--- src/rtl/delay_line_param.sv ---
// Programmable-tap delay line: MAX_DEPTH physical stages, output taken from stage D.
// D is reprogrammed with a cfg_load pulse, which also flushes every in-flight word.
module delay_line_param #(
  parameter int unsigned WIDTH         = 16,
  parameter int unsigned MAX_DEPTH     = 16,
  parameter int unsigned DEFAULT_DELAY = 6,
  parameter int unsigned DW            = $clog2(MAX_DEPTH + 1)
) (
  input  logic             clock,
  input  logic             reset,
  input  logic             en,
  input  logic [WIDTH-1:0] in_data,
  input  logic             in_valid,
  input  logic             cfg_load,
  input  logic [DW-1:0]    cfg_delay,
  output logic [WIDTH-1:0] out_data,
  output logic             out_valid,
  output logic             busy,
  output logic [DW-1:0]    cur_delay,
  output logic             cfg_err
);

  // Stage i holds the word captured i-1 enabled edges ago.
  logic [WIDTH-1:0]   data_q [1:MAX_DEPTH];
  logic [MAX_DEPTH:1] valid_q;
  logic [DW-1:0]      delay_q, delay_d;
  logic               err_q, err_d;

  // Clamp the requested delay into 1..MAX_DEPTH; anything outside sets the sticky error.
  always_comb begin
    delay_d = cfg_delay;
    err_d   = err_q;
    if (cfg_delay == '0) begin
      delay_d = DW'(1);
      err_d   = 1'b1;
    end else if (32'(cfg_delay) > MAX_DEPTH) begin
      delay_d = DW'(MAX_DEPTH);
      err_d   = 1'b1;
    end
  end

  // Pipeline and config state; reset beats cfg_load, which beats the enabled shift.
  always_ff @(posedge clock) begin
    if (reset) begin
      for (int i = 1; i <= int'(MAX_DEPTH); i++) begin
        data_q[i] <= '0;
      end
      valid_q <= '0;
      delay_q <= DW'(DEFAULT_DELAY);
      err_q   <= 1'b0;
    end else if (cfg_load) begin
      // Flush only the valid bits; stale data is harmless once unqualified.
      valid_q <= '0;
      delay_q <= delay_d;
      err_q   <= err_d;
    end else if (en) begin
      data_q[1] <= in_data;
      for (int i = 2; i <= int'(MAX_DEPTH); i++) begin
        data_q[i] <= data_q[i-1];
      end
      valid_q <= {valid_q[MAX_DEPTH-1:1], in_valid};
    end
  end

  // Tap select and busy reduction; stages past D are ignored entirely.
  always_comb begin
    out_data  = '0;
    out_valid = 1'b0;
    busy      = 1'b0;
    for (int i = 1; i <= int'(MAX_DEPTH); i++) begin
      if (i == int'(delay_q)) begin
        out_data  = data_q[i];
        out_valid = valid_q[i];
      end
      if (i <= int'(delay_q)) begin
        busy = busy | valid_q[i];
      end
    end
  end

  assign cur_delay = delay_q;
  assign cfg_err   = err_q;

endmodule

--- config.mk ---
export PLATFORM = sky130hd
export DESIGN_NAME = delay_line_param
export DESIGN_NICKNAME = d
export VERILOG_FILES = /design/src/rtl/delay_line_param.sv
export SDC_FILE = /design/constraint.sdc
export NUM_CORES = 1
export LEC_CHECK = 0
export CAP_MARGIN = 40
export CORE_MARGIN = 2
export CORE_UTILIZATION = 55
export CTS_CLUSTER_DIAMETER = 80
export CTS_CLUSTER_SIZE = 14
export DETAILED_ROUTE_END_ITERATION = 6
export PLACE_DENSITY = 0.77
export REMOVE_ABC_BUFFERS = 1
export SLEW_MARGIN = 20
export SYNTH_ARGS = -nofsm -noshare
export SYNTH_HDL_FRONTEND = slang
export SYNTH_SLANG_ARGS = --single-unit
--- constraint.sdc ---
create_clock -name clock -period 8.65 [get_ports clock]
set_input_delay 1.73 -clock clock [delete_from_list [all_inputs] [get_ports clock]]
set_output_delay 1.73 -clock clock [all_outputs]
set_load 0.01 [all_outputs]
=== Yosys cells after proc, flatten, opt, wreduce, memory -nomap -nowiden ===
Memory sizes are Yosys's and may differ from the RTL's.
Index checks and enable logic that the tools add are counted.

* Bits in registers: 22
* Memory bits (writable): 256
* Output and inout bits: 24
* Memories kept: 1

{| class="wikitable"
|+ Memories
! memory !! words !! width !! read ports !! clocked after memory_dff !! wr ports !! RTL line !! text
|-
| data_q || 16 || 16 || 16 || 0 || 16 || 24 || <nowiki>logic [WIDTH-1:0] data_q [1:MAX_DEPTH];</nowiki>
|}

* $lt $le $gt $ge: 17
* Equality and inequality tests: 16
* Multiplexer cells: 74
* Bitwise operators: 31
* Reductions and logical operators: 4

{| class="wikitable"
|+ Operator list
! operator !! number
|-
| $mux W16 || 32
|-
| $eq A5 B5 Y1 const A || 9
|-
| $le A4 B5 Y1 const A || 8
|-
| $mux W1 || 40
|-
| $or A1 B1 Y1 || 31
|-
| $eq A4 B5 Y1 const A || 4
|-
| $le A3 B5 Y1 const A || 4
|-
| $eq A3 B5 Y1 const A || 2
|-
| $le A2 B5 Y1 const A || 2
|-
| $mux W5 || 2
|-
| $eq A2 B5 Y1 const A || 1
|-
| $gt A5 B5 Y1 const B || 1
|-
| $le A1 B5 Y1 const A || 1
|-
| $le A5 B5 Y1 const A || 1
|-
| $logic_not A5 Y1 || 1
|-
| $reduce_and A2 Y1 || 1
|-
| $reduce_bool A2 Y1 || 1
|-
| $reduce_or A2 Y1 || 1
|}

=== Logic depth before layout (Yosys ltp) ===
Gate-level depths: netlist of the first run.

* Depth after elaboration: 32
* Gate-level depth with buffers: 9
* Depth with buffers taken out: 6

=== Worst setup path after synthesis of the first run ===
OpenSTA, ideal clock, no wires.

* Path kind: input to register
* Start: in en
* End: reg data_q[0][100] (netlist name)
* Library setup time: 0.616 ns
* Arrival time: 7.652 ns
* Data required time: 8.034 ns
* Setup slack: 0.382 ns
* Stages on the path: 3
* Buffers on the path: 2
* Cells stage by stage: buf_2 -> buf_1 -> a21o_1

{| class="wikitable"
|+ RTL lines
! what !! RTL line !! text
|-
| start: declaration || 11 || <nowiki>input logic en,</nowiki>
|}

=== Final worst setup path of the first run ===
* Start: reg delay_q[0] (netlist: cur_delay[0])
* End: out out_data[3]

* Cells in the longest elaborated chain, start to end: 17
* Elaborated cells between the ends (all ways): 32
* Those cells by class: eq/ne (16); mux (16)

{| class="wikitable"
|+ Ends and longest elaborated chain
! what !! RTL line !! text
|-
| start: declaration || 26 || <nowiki>logic [DW-1:0] delay_q, delay_d;</nowiki>
|-
| start signal: assignment || 49 || <nowiki>delay_q <= DW'(DEFAULT_DELAY);</nowiki>
|-
| start signal: assignment || 54 || <nowiki>delay_q <= delay_d;</nowiki>
|-
| $eq A2 B5 Y1 || 71 || <nowiki>if (i == int'(delay_q)) begin</nowiki>
|-
| $mux W16 (15 in a row) || 71 ||
|-
| $mux W16 (*) || 71 ||
|-
| end: declaration || 16 || <nowiki>output logic [WIDTH-1:0] out_data,</nowiki>
|}

Every way passes the cells marked *; elsewhere a longest branch is shown, timed or not.

==> results.toml, run 1 <==
[run_status]
status = "finished, final reports clean"

[job]
max_cap_violations = 0

[cts]
cts_max_level = 1
clk_latency_ns = 0.51
cts_hold_buffers = 0
clock_path_buffers = 3
cts_tree = "done"
cts_made_buffers = 23
clk_pin_slew_ns = 0.06
cts_sinks = 278
ctsResizeCount = 0
post_cts_buffers = 0
root_buffer = "clkbuf_16"

[critical_path]
critPathMaxFanout = 54
critPathKind = "reg2out"
cp_top_family = "buffers and inverters"
end_kind = "output pin"
worstPathRequired_ns = 6.92
critical_path.slowest_cell = "and2_1"
crit_path_cell_trace = "buf_4, nor2b_1, and2_1, a221oi_1, o311a_1, o211ai_1, clkdlybuf4s50_1"
cp_slowest_stage_delay_ns = 0.60
reg2regPathDepth = 2
cp.arrival_ns = 3.96
critical_path_depth = 7
startpoint_type = "flop"
critPathBufInv = 2

[synthesis]
synth_xor_area_share_pct = 0
post-synth-top-area-fraction_pct = 57.9
synth_fa_ha_area_share_pct = 0.188
synth_ff_type = "edfxtp_1"
synth_common_cells = "256 x edfxtp_1, 243 x and2_1, 72 x a21oi_1"
seq_area_frac_synth_pct = 61.2
ys_seq_elements = 278
yosys_warnings = 0
synth_mux_area_share_pct = 1.37
synth_area_um2 = 13300
synth_top_family_by_area = "simple AND/OR/NAND/NOR gates"
synth_compound_gate_area_share_pct = 14.9
synthSimpleGateAreaFrac_pct = 18.5
synth_cell_types = 67
synth_async_sr_flop_share_pct = 0
synth.largest_area_cell = "edfxtp_1"
synth.most_common_cell = "edfxtp_1"
postSynthAreaPerCell_um2 = 11.8
post_synth_inst_count = 1123
netlist_top_cells_area = "edfxtp_1 58%, and2_1 11%, dfxtp_1 3.3%"
synth_edf_count = 256

[timing]
fin_setup_tns_ns = 0
clock_skew_ns = 0.00977
fmax_mhz = 176
setup_viol = 0
slew-limit-headroom_pct = 32.5
final_hold_viol_count = 0
min_period_ns = 5.69
fin_crit_sh_pct = 65.8
finalMaxSlewViolations = 0
worstMarginPinSlew_ns = 1.01
rsz0062_at_grt = "no"

[detailed_routing]
vias_per_cell = 5.97
first_pass_iters = 5
drt_iter0_drc = 970
wl_mm = 27.2
wl_per_cell_um = 18.8
vias = 8631
drtAntennaViolNets = 0
drc_errors = 0

[cells_and_area]
fillerInstances = 1864
layout-drive-gt1-share_pct = 5.42
area.growth.synth_to_final_pct = 9.55
antenna_cells = 0
num-nets-final = 1147
fin_cells = 1445

[global_route]
grt_max_degree = 226
grt.overflow.total = 0
antenna_found_initial = 0
grt_pass1_wl_mm = 43.5
grt_pass1_vias = 8105
grt_use_total_pct = 20.9

[power]
p_int_mw = 2.16
ir_drop_v = 0.000106
p_leak_nw = 5.30
combPwrFrac_pct = 10.6
clockPowerShare_pct = 33.0
power_frac_seq_pct = 56.4
switching_share_pct = 23.4
p_sw_mw = 0.659
cellPowerDensity_nw_per_um2 = 194

[placed_design]
dp_hpwl_mm = 17.3
port_buffers = 49
globalplace.congestion = 0.898
dp.cells = 1410

[floorplan]
start_util_pct = 56.2
dieHeight_um = 159
ios = 50
dieArea_um2 = 25400
die_w_um = 159
rows = 56
core_area_um2 = 23600

[hold_path]
hold_depth = 2
hold_path.class = "reg2reg"
## final timing paths
path	start	end	slack, ns
worst min register to register	cfg_err$_SDFFE_PP0P_	cfg_err$_SDFFE_PP0P_	0.48
worst max register to register	cur_delay[4]$_SDFFE_PP0P_	cur_delay[4]$_SDFFE_PP0P_	7.48
worst min-delay path	cfg_err$_SDFFE_PP0P_	cfg_err$_SDFFE_PP0P_	0.48
worst max-delay path	cur_delay[0]$_SDFFE_PP0P_	out_data[3]	2.96
## power by group through the flow
stage                     Combinational (mW)  Clock (mW)  Sequential (mW)
final                                  0.297       0.931             1.59
after global routing                   0.323       0.995             1.60
after CTS                              0.294       0.953             1.59
after detailed placement               0.293           0             1.62
after global placement                 0.288           0             1.61
after floorplan                        0.165           0             1.63
## stage by stage
step | power [mW] | instance area (µm²) | hold slack [ns] | utilization (%) | setup slack (ns)
finish | 2.82 | 14600 | 0.475 | 61.6 | 2.96
global route | 2.92 | 14600 | 0.500 | 61.6 | 2.67
global placement | 1.90 | 13900 | 0.457 | 58.8 | 3.42
CTS | 2.84 | 14500 | 0.480 | 61.5 | 2.92
floorplan | 1.79 | 12900 | 0.475 | - | 1.02
detailed placement | 1.91 | 13900 | 0.464 | 58.9 | 3.47
## worst reg2reg max path: cells and delay by family (launching register included)
family | cells | cell delay (ns)
AO/OA/AOI/OAI | 1 | 0.15
flip-flops | 1 | 0.85
AND/OR/NAND/NOR | 1 | 0.11
## state kept, by name, summed over array words and instances (netlist names)
name,flops
cur_delay,5
valid_q,16
cfg_err,1
data_q,256
## cell usage in the layout (no fill, tap or decap), drive strengths merged, types with 3 or more instances in the layout
cell,instances
clkbuf,31
o22ai,33
a21oi,73
inv,28
a2bb2oi,16
a211oi,6
mux2i,17
o21ai,24
nand2,27
or2,17
buf,13
nand3,4
nand2b,5
dfxtp,22
o311a,14
o211ai,15
and2,243
nor3,25
edfxtp,256
o32a,17
a22oi,15
a221oi,16
a211o,15
a21o,3
clkdlybuf4s50,49
o221ai,16
nor4b,3
nor2,63
nor2b,21
## kinds of logic (layout without fill, tap and decap cells)
logic type | count (synthesis) | after routing
muxes | 18 | 18
adders and majority gates | 2 | 2
and+or+nand+nor | 427 | 427
buffers and inverters | 120 | 123
DFF | 278 | 278
AOI/OAI and AO/OA | 278 | 278
## routing by layer
layer	wire, µm	GRT usage (%)
met5	0	0
met4	289	4.01
met3	2010	3.54
met2	12400	32.3
met1	12500	31.5
## layout make-up
cell class | count | area, µm² | share of cell area, %
timing repair buffer | 62 | 636 | 4.37
inverter | 29 | 109 | 0.748
sequential | 278 | 8130 | 55.9
multi-input combinational | 725 | 4670 | 32.1
tap | 319 | 399 | 2.74
clock inverter | 1 | 3.75 | 0.0258
clock buffer | 31 | 606 | 4.16
Note: power is estimated with default switching activity, not from simulation.
==> inputs of run 2 (changes only) <==
Clock period 8.65 ns to 5.2 ns, I/O delays scaled along.
==> run 2 against run 1 <==
Against the previous run:
- die area is the same
- critical path depth shrank 1
- clock skew grew 0.00083 ns
- hold slack gained 0.0073 ns
- clock-buffer cell count shrank 1
- routed wire length grew 12%
- register-to-register slack lost 4.0 ns
- total power grew 68%
- largest power group unchanged
- worst setup slack lost 2.5 ns
- via count grew 4.8%
- sequential cell count is the same
- core utilization grew 0.75 points
==> results.toml, run 2 (synthesis gave the netlist of run 1 again) <==
[cells_and_area]
area.growth.synth_to_final_pct = 10.9
final_common_cell = "edfxtp_1"
largest_register = "data_q"
layout-drive-gt1-share_pct = 7.09
antenna_cells = 0
final_cell_mix = "256 x edfxtp_1, 243 x and2_1, 72 x a21oi_1"
num-nets-final = 1164
stdcell_area_um2 = 14700
fin_cells = 1462
largest_reg_flops = 256

[critical_path]
critPathBufInv = 1
cp.arrival_ns = 3.72
end_kind = "output pin"
crit_path_cell_trace = "nor2_1, nand2_1, o221ai_1, a211o_1, o21ai_1, clkdlybuf4s50_1"
startpoint_type = "flop"
cp_slowest_stage_delay_ns = 0.84
worstPathRequired_ns = 4.16
critical_path.slowest_cell = "dfxtp_1"
cp_top_family = "compound AO/OA/AOI/OAI gates"
critPathMaxFanout = 26
critPathKind = "reg2out"

[cts]
cts_max_level = 1
ctsResizeCount = 0
cts_tree = "done"
clock_path_buffers = 3
cts_made_buffers = 23
clk_latency_ns = 0.53
clk_pin_slew_ns = 0.07
cts_hold_buffers = 0
root_buffer = "clkbuf_16"
cts_sinks = 278
post_cts_buffers = 0

[job]
max_cap_violations = 0

[timing]
fin_setup_tns_ns = 0
setup_viol = 0
fin_hold_ws_ns = 0.482
min_period_ns = 4.76
fmax_mhz = 210
final_hold_viol_count = 0
finalMaxSlewViolations = 0
fin_crit_sh_pct = 91.6
rsz0062_at_grt = "no"
clock_skew_ns = 0.0106
slew-limit-headroom_pct = 46.7
worstMarginPinSlew_ns = 0.800

[detailed_routing]
drt_iter0_drc = 1058
drc_errors = 0
first_pass_iters = 5
vias_per_cell = 6.19
wl_per_cell_um = 20.9
vias = 9048
wl_mm = 30.5
drtAntennaViolNets = 0

[floorplan]
dieHeight_um = 159
core_area_um2 = 23600
rows = 56
start_util_pct = 56.2
ios = 50
dieArea_um2 = 25400
die_w_um = 159

[power]
p_int_mw = 3.60
ir_drop_v = 0.000183
clockPowerShare_pct = 33.0
p_leak_nw = 5.40
combPwrFrac_pct = 10.9
power_frac_seq_pct = 56.1
switching_share_pct = 23.9
p_sw_mw = 1.13
cellPowerDensity_nw_per_um2 = 321

[global_route]
antenna_found_initial = 0
grt_use_total_pct = 23.8
grt_max_degree = 102
grt.overflow.total = 0
grt_pass1_vias = 8854
grt_pass1_wl_mm = 48.7

[placed_design]
port_buffers = 49
post_dp_cell_area_um2 = 14100
globalplace.congestion = 0.906
dp_hpwl_mm = 18.9
dp.cells = 1427

[run_status]
status = "finished, final reports clean"

[hold_path]
hold_path.class = "reg2reg"
run 2: power by group through the flow:
| stage | combinational (mW) | sequential, mW | clock (mW) |
|---|---|---|---|
| after detailed placement | 0.502 | 2.70 | 0 |
| after global routing | 0.551 | 2.67 | 1.67 |
| final | 0.515 | 2.65 | 1.56 |
| after CTS | 0.505 | 2.65 | 1.59 |
| after floorplan | 0.274 | 2.71 | 0 |
| after global placement | 0.493 | 2.69 | 0 |
run 2: worst register-to-register path: cells and delay by family (launching register included):
family	cells	cell delay, ns
AOI/OAI and AO/OA	1	0.33
buffers and inverters	1	0.44
DFF	1	0.69
and+or+nand+nor	1	0.09
run 2: final cells by class:
| class | count | area (µm²) |
|---|---|---|
| fillers | 1856 | 8880 |
| well taps | 319 | 399 |
| flip-flops and latches | 278 | 8130 |
| multi-input cells | 725 | 4670 |
| clock buffers | 30 | 602 |
| clock inverters | 2 | 12.5 |
| repair buffers | 79 | 805 |
| inverters | 29 | 109 |
run 2: path summary, 6_finish.rpt:
kind | from | end | slack [ns] | cells past startpoint
setup / recovery | cur_delay[4]$_SDFFE_PP0P_ | out_data[14] | 0.44 | 6
hold / removal | cfg_err$_SDFFE_PP0P_ | cfg_err$_SDFFE_PP0P_ | 0.48 | 2
setup reg to reg | cur_delay[0]$_SDFFE_PP0P_ | cur_delay[0]$_SDFFE_PP0P_ | 3.53 | 3
hold reg to reg | cfg_err$_SDFFE_PP0P_ | cfg_err$_SDFFE_PP0P_ | 0.48 | 2
run 2: metal layers:
metal  vias up  global-route usage (%)  share of wire (%)  routed length [µm]
met3        65                    3.65                8.3                2550
li1       4174                       -                  -                   -
met2       385                    37.0                 45               13800
met5         -                       0                  0                   0
met1      4424                    35.2                 44               13400
met4         0                    6.74                2.6                 804
run 2: through the flow:
stage	util (%)	power, mW	worst slack [ns]
after detailed placement	59.6	3.20	1.06
after floorplan	-	2.98	-1.74
after global routing	62.4	4.89	0.331
final	62.4	4.73	0.435
after global placement	59.4	3.19	1.09
after CTS	62.2	4.75	0.496
==> inputs of run 3 (changes only) <==
Settings changed: SLEW_MARGIN 20 to 15.
==> run 3 against run 2 <==
Against the previous run:
- clock skew fell by 0.00067 ns
- sequential share of layout area up 0.13 points
- die area did not move
- sequential power hardly changed
- sequential cell count did not move
- total power barely moved
- hold slack hardly changed
- largest power group unchanged
==> results.toml, run 3 (synthesis gave the netlist of run 1 again) <==
[detailed_routing]
vias_per_cell = 6.16
drtAntennaViolNets = 0
vias = 8998
drc_errors = 0
wl_per_cell_um = 21.0
drt_iter0_drc = 1000
first_pass_iters = 6
wl_mm = 30.6

[cells_and_area]
final_common_cell = "edfxtp_1"
fillerInstances = 1862
num-nets-final = 1162
layout-drive-gt1-share_pct = 6.92
final_cell_mix = "256 x edfxtp_1, 243 x and2_1, 72 x a21oi_1"
area.growth.synth_to_final_pct = 10.6
stdcell_area_um2 = 14700
largest_register = "data_q"
antenna_cells = 0
fin_util_pct = 62.2
fin_cells = 1460
largest_reg_flops = 256

[power]
cellPowerDensity_nw_per_um2 = 322
ir_drop_v = 0.000183
switching_share_pct = 24.0
clockPowerShare_pct = 33.1
combPwrFrac_pct = 10.8
power_frac_seq_pct = 56.1
p_sw_mw = 1.14
p_int_mw = 3.60
p_leak_nw = 5.39

[placed_design]
globalplace.congestion = 0.906
dp_hpwl_mm = 18.9
dp.cells = 1427
port_buffers = 49
post_dp_cell_area_um2 = 14100

[timing]
rsz0062_at_grt = "no"
finalMaxSlewViolations = 0
worstMarginPinSlew_ns = 0.951
fmax_mhz = 210
setup_viol = 0
fin_crit_sh_pct = 91.5
min_period_ns = 4.76
slew-limit-headroom_pct = 36.3
clock_skew_ns = 0.00993
final_hold_viol_count = 0
fin_setup_tns_ns = 0

[critical_path]
reg2regPathDepth = 3
r2r_end = "cur_delay[0]$_SDFFE_PP0P_"
startpoint_type = "flop"
end_kind = "output pin"
cp_slowest_stage_delay_ns = 0.84
cp.arrival_ns = 3.72
critPathMaxFanout = 26
critPathBufInv = 1
rrSetupSlack_ns = 3.52
worstPathRequired_ns = 4.16
crit_path_cell_trace = "nor2_1, nand2_1, o221ai_1, a211o_1, o21ai_1, clkdlybuf4s50_1"
worstSetupStartpoint = "cur_delay[4]$_SDFFE_PP0P_"
r2r-start = "cur_delay[0]$_SDFFE_PP0P_"
critical_path.slowest_cell = "dfxtp_1"
critPathKind = "reg2out"
cp_top_family = "compound AO/OA/AOI/OAI gates"

[hold_path]
holdCritStartpoint = "cfg_err$_SDFFE_PP0P_"
hold_depth = 2
hold_path.class = "reg2reg"
min_to = "cfg_err$_SDFFE_PP0P_"

[global_route]
grt_pass1_vias = 8854
grt_max_degree = 102
grt.overflow.total = 0
antenna_found_initial = 0
grt_pass1_wl_mm = 48.7
grt_use_total_pct = 23.8

[cts]
cts_made_buffers = 23
cts_hold_buffers = 0
cts_sinks = 278
root_buffer = "clkbuf_16"
cts_max_level = 1
ctsResizeCount = 0
clock_path_buffers = 3
post_cts_buffers = 0
clk_latency_ns = 0.53
cts_tree = "done"
clk_pin_slew_ns = 0.07

[floorplan]
start_util_pct = 56.2
core_area_um2 = 23600
dieHeight_um = 159
ios = 50
dieArea_um2 = 25400
die_w_um = 159
rows = 56

[job]
max_cap_violations = 0

[run_status]
status = "finished, final reports clean"
[run 3: power groups by stage]
| stage | logic, mW | registers (mW) | clock network (mW) |
|---|---|---|---|
| 2_1_floorplan | 0.274 | 2.71 | 0 |
| 3_3_place_gp | 0.493 | 2.69 | 0 |
| 3_5_place_dp | 0.502 | 2.70 | 0 |
| 4_1_cts | 0.505 | 2.65 | 1.59 |
| 5_1_grt | 0.547 | 2.67 | 1.67 |
| 6_report | 0.511 | 2.65 | 1.57 |
[run 3: per-layer routing]
metal  track usage (%)  up-vias  share of wire (%)
met3              3.65       68                8.3
met1              35.2     4355                 44
met2              37.0      403                 45
li1                  -     4172                  -
met4              6.74        0                2.6
met5                 0        -                  0
[run 3: area by class of cell]
type,instances,area [µm²],share of cell area [%]
inverter,29,109,0.741
multi-input combinational,725,4670,31.8
clock inverter,2,12.5,0.0852
tap,319,399,2.72
sequential,278,8130,55.3
timing repair buffer,77,769,5.24
clock buffer,30,602,4.10
[run 3: how the worst max path moves through the flow]
stage                                         to  cells after the start
finish                              out_data[14]                      6
global route                        out_data[14]                      6
CTS                                 out_data[12]                      6
detailed placement                  out_data[12]                      6
global placement                    out_data[12]                      6
floorplan           data_q[0][100]$_SDFFCE_PN0P_                      2
[run 3: worst register-to-register path: stages, from the launching register on]
cell      delay (ns)
dfxtp_2         0.69
buf_4           0.45
nor2_1          0.08
a211oi_1        0.34
[run 3: per-stage QoR]
stage / worst slack [ns] / hold WS (ns) / power, mW
2_1_floorplan: -1.74 / 0.475 / 2.98
3_3_place_gp: 1.09 / 0.457 / 3.19
3_5_place_dp: 1.06 / 0.471 / 3.20
4_1_cts: 0.496 / 0.490 / 4.75
5_1_grt: 0.331 / 0.538 / 4.88
6_report: 0.443 / 0.482 / 4.73
